--- src/rtl/mux_arb_nto1.sv ---
// ---------------------------------------------------------------------------
// mux_arb_nto1
//   N-to-1 datapath multiplexer with a single registered output stage and
//   valid/ready handshakes on every input and on the output. The source is
//   either picked by an external select (direct mode) or chosen by a
//   round-robin arbiter over the requesting inputs.
//
// Ports
//   clk        rising-edge clock
//   rst_n      asynchronous active-low reset
//   mode       0 = direct select, 1 = round-robin arbitration
//   sel        source channel in direct mode (ignored in round-robin mode)
//   in_data    flat inputs, channel k = in_data[k*WIDTH +: WIDTH]
//   in_valid   per-channel data valid
//   in_ready   per-channel accept, one-hot or zero, combinational
//   out_data   registered output data
//   out_valid  output register holds a word
//   out_ready  downstream accepts the word
//   out_src    index of the channel that supplied out_data
// ---------------------------------------------------------------------------
module mux_arb_nto1 #(
    parameter int WIDTH  = 16,
    parameter int NUM_IN = 4,
    parameter int SEL_W  = $clog2(NUM_IN)
) (
    input  logic                    clk,
    input  logic                    rst_n,
    input  logic                    mode,
    input  logic [SEL_W-1:0]        sel,
    input  logic [NUM_IN*WIDTH-1:0] in_data,
    input  logic [NUM_IN-1:0]       in_valid,
    output logic [NUM_IN-1:0]       in_ready,
    output logic [WIDTH-1:0]        out_data,
    output logic                    out_valid,
    input  logic                    out_ready,
    output logic [SEL_W-1:0]        out_src
);

    logic              load_s;
    logic              grant_vld_s;
    logic [SEL_W-1:0]  grant_idx_s;
    logic [WIDTH-1:0]  grant_data_s;
    int                scan_idx_s;

    logic [SEL_W-1:0]  last_grant_r;
    logic [WIDTH-1:0]  out_data_r;
    logic              out_valid_r;
    logic [SEL_W-1:0]  out_src_r;

    // The output stage can take a new word when empty or being drained.
    assign load_s = !out_valid_r || out_ready;

    // Grant selection: direct select or round-robin scan after last_grant.
    always_comb begin
        grant_vld_s = 1'b0;
        grant_idx_s = '0;
        scan_idx_s  = 0;
        if (mode == 1'b0) begin
            // Comparing against each legal index means an out-of-range
            // select simply matches nothing.
            for (int k = 0; k < NUM_IN; k++) begin
                if ((SEL_W'(k) == sel) && in_valid[k]) begin
                    grant_vld_s = 1'b1;
                    grant_idx_s = SEL_W'(k);
                end else begin
                    grant_vld_s = grant_vld_s;
                end
            end
        end else begin
            // Offsets 1..NUM_IN visit every channel once, last_grant last.
            for (int i = 1; i <= NUM_IN; i++) begin
                scan_idx_s = (int'(last_grant_r) + i) % NUM_IN;
                if (!grant_vld_s && in_valid[scan_idx_s]) begin
                    grant_vld_s = 1'b1;
                    grant_idx_s = SEL_W'(scan_idx_s);
                end else begin
                    grant_vld_s = grant_vld_s;
                end
            end
        end
    end

    // Data multiplexer driven by the granted index.
    always_comb begin
        grant_data_s = '0;
        for (int k = 0; k < NUM_IN; k++) begin
            if (SEL_W'(k) == grant_idx_s) begin
                grant_data_s = in_data[k*WIDTH +: WIDTH];
            end else begin
                grant_data_s = grant_data_s;
            end
        end
    end

    // Accept only the granted channel, and only when the stage can load.
    // Gating with rst_n keeps every in_ready low while reset is held.
    always_comb begin
        in_ready = '0;
        if (rst_n && load_s && grant_vld_s) begin
            in_ready[grant_idx_s] = 1'b1;
        end else begin
            in_ready = '0;
        end
    end

    // Output register and round-robin pointer.
    always_ff @(posedge clk or negedge rst_n) begin
        if (!rst_n) begin
            out_data_r   <= '0;
            out_valid_r  <= 1'b0;
            out_src_r    <= '0;
            last_grant_r <= SEL_W'(NUM_IN - 1);
        end else if (load_s) begin
            if (grant_vld_s) begin
                out_data_r  <= grant_data_s;
                out_src_r   <= grant_idx_s;
                out_valid_r <= 1'b1;
                // Direct-mode traffic leaves the arbitration history alone.
                if (mode) begin
                    last_grant_r <= grant_idx_s;
                end
            end else begin
                out_valid_r <= 1'b0;
            end
        end
    end

    assign out_data  = out_data_r;
    assign out_valid = out_valid_r;
    assign out_src   = out_src_r;

endmodule

--- config.mk ---
export PLATFORM = sky130hd
export DESIGN_NAME = mux_arb_nto1
export DESIGN_NICKNAME = d
export VERILOG_FILES = /design/src/rtl/mux_arb_nto1.sv
export SDC_FILE = /design/constraint.sdc
export NUM_CORES = 1
export LEC_CHECK = 0
export CAP_MARGIN = 0
export CORE_MARGIN = 3
export CORE_UTILIZATION = 43
export CTS_BUF_LIST = sky130_fd_sc_hd__clkbuf_4 sky130_fd_sc_hd__clkbuf_8
export DETAILED_ROUTE_END_ITERATION = 10
export PLACE_DENSITY = 0.87
export SLEW_MARGIN = 10
export SYNTH_ARGS = -nofsm -noshare
export SYNTH_HDL_FRONTEND = slang
export SYNTH_SLANG_ARGS = --single-unit
--- constraint.sdc ---
create_clock -name clk -period 6.9 [get_ports clk]
set_clock_uncertainty 0.2 [all_clocks]
set_input_delay 1.725 -clock clk [delete_from_list [all_inputs] [get_ports clk]]
set_output_delay 1.725 -clock clk [all_outputs]
set_load 0.005 [all_outputs]
==> summary.txt <==
Outcome
  • Outcome: completed

Clocking
  • Post-CTS setup buffers: 0
  • CTS buffer count: 3
  • Max Buffers Root-to-Sink: 2
  • # clock sinks: 21
  • Worst skew pair latency: 0.26 ns
  • Worst-path clk slew: 0.08 ns
  • Root buffer cell: clkbuf_8
  • H-tree lvl count: 1
  • Hold Buf Count CTS: 0
  • CTS tree: done
  • Resize count post-CTS: 0

Logic synthesis
  • Ys async rst share: 100%
  • Largest area contributor in the netlist: dfrtp_1
  • Synth cell types: 34
  • Share of the synthesized area in the top cell type: around 28%
  • Post-synthesis cell area: 1730 µm²
  • Syn_nets: 237
  • Main synth FF type: dfrtp_1
  • YS warnings: 0
  • Count leader, synth: a221oi_2
  • Main area contributors after synthesis: dfrtp_1 28%, a221oi_2 20%, mux2i_1 10%
  • Syn Inst Count: between 150 and 200
  • Yosys reg bits: 21
  • Post-synth EDFFs: 0
  • Post-synth top cells: 23 x a221oi_2, 19 x dfrtp_1, 18 x mux2i_1
  • Mean area per synthesized cell: about 11 µm²
  • Post-synthesis sequential area ratio: 30.6%

GRT
  • Initial antenna violation count: 0
  • Total Routing Usage GR: 21.4%
  • First-pass GRT wire length: 8.48 mm
  • GRT Residual Overflow: 0
  • Largest net degree at the start of global routing: 39
  • Vias in the first global route: 1,684

Die
  • Core ar.: 3770 µm²
  • Row cnt: 22
  • Die height: 69.3 µm
  • Initial Utilization: between 40 and 50%
  • Chip width: 69.3 µm
  • Die area: 4810 µm²
  • # IOs: 97

Job
  • Max Cap Viol: 0

Final layout
  • Final net count: about 330
  • Final std cells w/o fill: 301
  • Final instance area: approximately 2800 µm²
  • ANT cells: 0
  • Syn-to-layout area delta: 59.4%
  • Share of layout cells above drive strength 1: 17.8%

Power and ir drop
  • Worst vdd ir: roughly 0.15 mV
  • Leakage power: 1.03 nW
  • Pwr/cell area: 254 nW/µm²

Detailed routing
  • Routed len/inst: 17.0 µm
  • Routed vias/inst: approximately 5.8
  • Total wire length: between 5 and 6 mm
  • Initial DRT Pass Iterations: 4
  • Vias: 1,733
  • Residual DRC: 0
  • Remaining antenna violation count: 0
  • DR iter-0 viols: 166

STA
  • Fmax: between 150 and 200 MHz
  • Max-slew violation count: 0
  • Finish-stage setup viols: 0
  • Final hold violations: 0
  • Hold WS: 0.310 ns
  • Total negative slack: 0 ns
  • Setup slack after layout: between 0.7 and 0.8 ns
  • Slew HR: approximately 34%
  • Minimum clock period after layout: between 6 and 7 ns
  • Least-Margin Pin Slew: 0.992 ns
  • RSZ-0062 raised after global routing: no
  • Tcrit/Tclk final: 88.8%

Worst setup path
  • CP Data Required Time: just under 5 ns
  • WP data arrival: between 4 and 5 ns
  • Element type at the critical path start: primary input
  • CP Max Fanout: 12
  • Endpoint type of the worst setup path: output port
  • Critical path class: in2out
  • FF-to-FF setup slack: about 3.5 ns

Place
  • Hpwl dp: 3.83 mm
  • Placement Setup Slack: between 0.8 and 0.9 ns
  • Port bufs: 96
  • Placement Cell Area: 2700 µm²
  • Routability cong.: between 0.9 and 1
  • Inst Count DP: 297

Min path
  • Hold WC Path Type: reg2reg
[worst paths after layout]
kind                                             startpoint                           to  cells after the start
worst max register to register  last_grant_r[0]$_DFFE_PN1P_     out_data[11]$_DFFE_PN0P_                      6
worst min register to register       out_src[1]$_DFFE_PN0P_       out_src[1]$_DFFE_PN0P_                      1
worst min-delay path                 out_src[1]$_DFFE_PN0P_       out_src[1]$_DFFE_PN0P_                      1
worst max-delay path                            in_valid[0]                  in_ready[3]                      6
min in group asynchronous                             rst_n     out_data[11]$_DFFE_PN0P_                      2
max in group asynchronous                             rst_n  last_grant_r[1]$_DFFE_PN1P_                      2
[cell families (layout without fill, tap and decap cells)]
group | after synthesis | after routing | share of synthesized area [%]
multiplexers | 23 | 23 | 13.7
flip-flops | 21 | 21 | 30.6
AO/OA/AOI/OAI | 48 | 48 | 32.6
AND/OR/NAND/NOR | 56 | 56 | 17.0
buffers and inverters | 15 | 105 | 6.09
[registers in the layout, summed over array words and instances, names as in the netlist]
signal	count
last_grant_r	2
out_valid	1
out_src	2
out_data	16
[report_power, final]
group	leakage, nW	internal, mW	switching (mW)
registers	0.234	0.176	0.0354
logic	0.772	0.223	0.180
clock network	0.0217	0.0408	0.0429
[routing by layer]
| layer | track usage [%] | routed length, µm |
|---|---|---|
| met5 | 0 | 0 |
| met4 | 4.12 | 48 |
| met3 | 6.67 | 395 |
| met2 | 33.6 | 2460 |
| met1 | 29.0 | 2220 |
[critical path, stage by stage]
cell and delay, ns:
clkdlybuf4s50_1 0.53, nand2_1 0.16, a21oi_1 0.13, o41ai_4 0.86, nor3b_1 0.27, clkdlybuf4s50_1 0.53
[cells in the final DEF, fill, tap and decap left out]
cell type        count
o41ai_4              1
a32oi_1              2
a21oi_1              2
buf_4                5
mux2_2               5
dfrtp_1             19
a21boi_2             1
or3_1                2
a21oi_2              1
or2_0                1
a21bo_2              1
o221ai_1             1
clkdlybuf4s50_1     96
nand3_1              1
nor3b_1              2
dfstp_2              2
nor2_1              17
clkinvlp_4           1
a221oi_1             9
clkbuf_8             3
a21o_1               1
a21boi_4             1
nand3b_1             1
a221oi_2            23
and3_1               1
and2_0               6
nor2b_1              2
mux2i_1             18
o21ai_1              1
nor3_1               2
a21boi_0             1
a31oi_1              2
nand2_1              6
and2_1              11
nand2b_1             4
o41ai_2              1
[metrics by stage]
step | utilization (%) | total power, mW
2_1_floorplan | - | 0.442
3_3_place_gp | 71.6 | 0.609
3_5_place_dp | 71.6 | 0.616
4_1_cts | 72.9 | 0.702
5_1_grt | 72.9 | 0.744
6_report | 72.9 | 0.697
[area by class of cell]
cell class                 count  area (µm²)
multi-input combinational    127        1110
fill                         312        1020
tap                           48        60.1
clock buffer                   3        41.3
timing repair buffer         101         998
clock inverter                 1        7.51
sequential                    21         528
No activity file was read; power rests on OpenSTA's default activity.
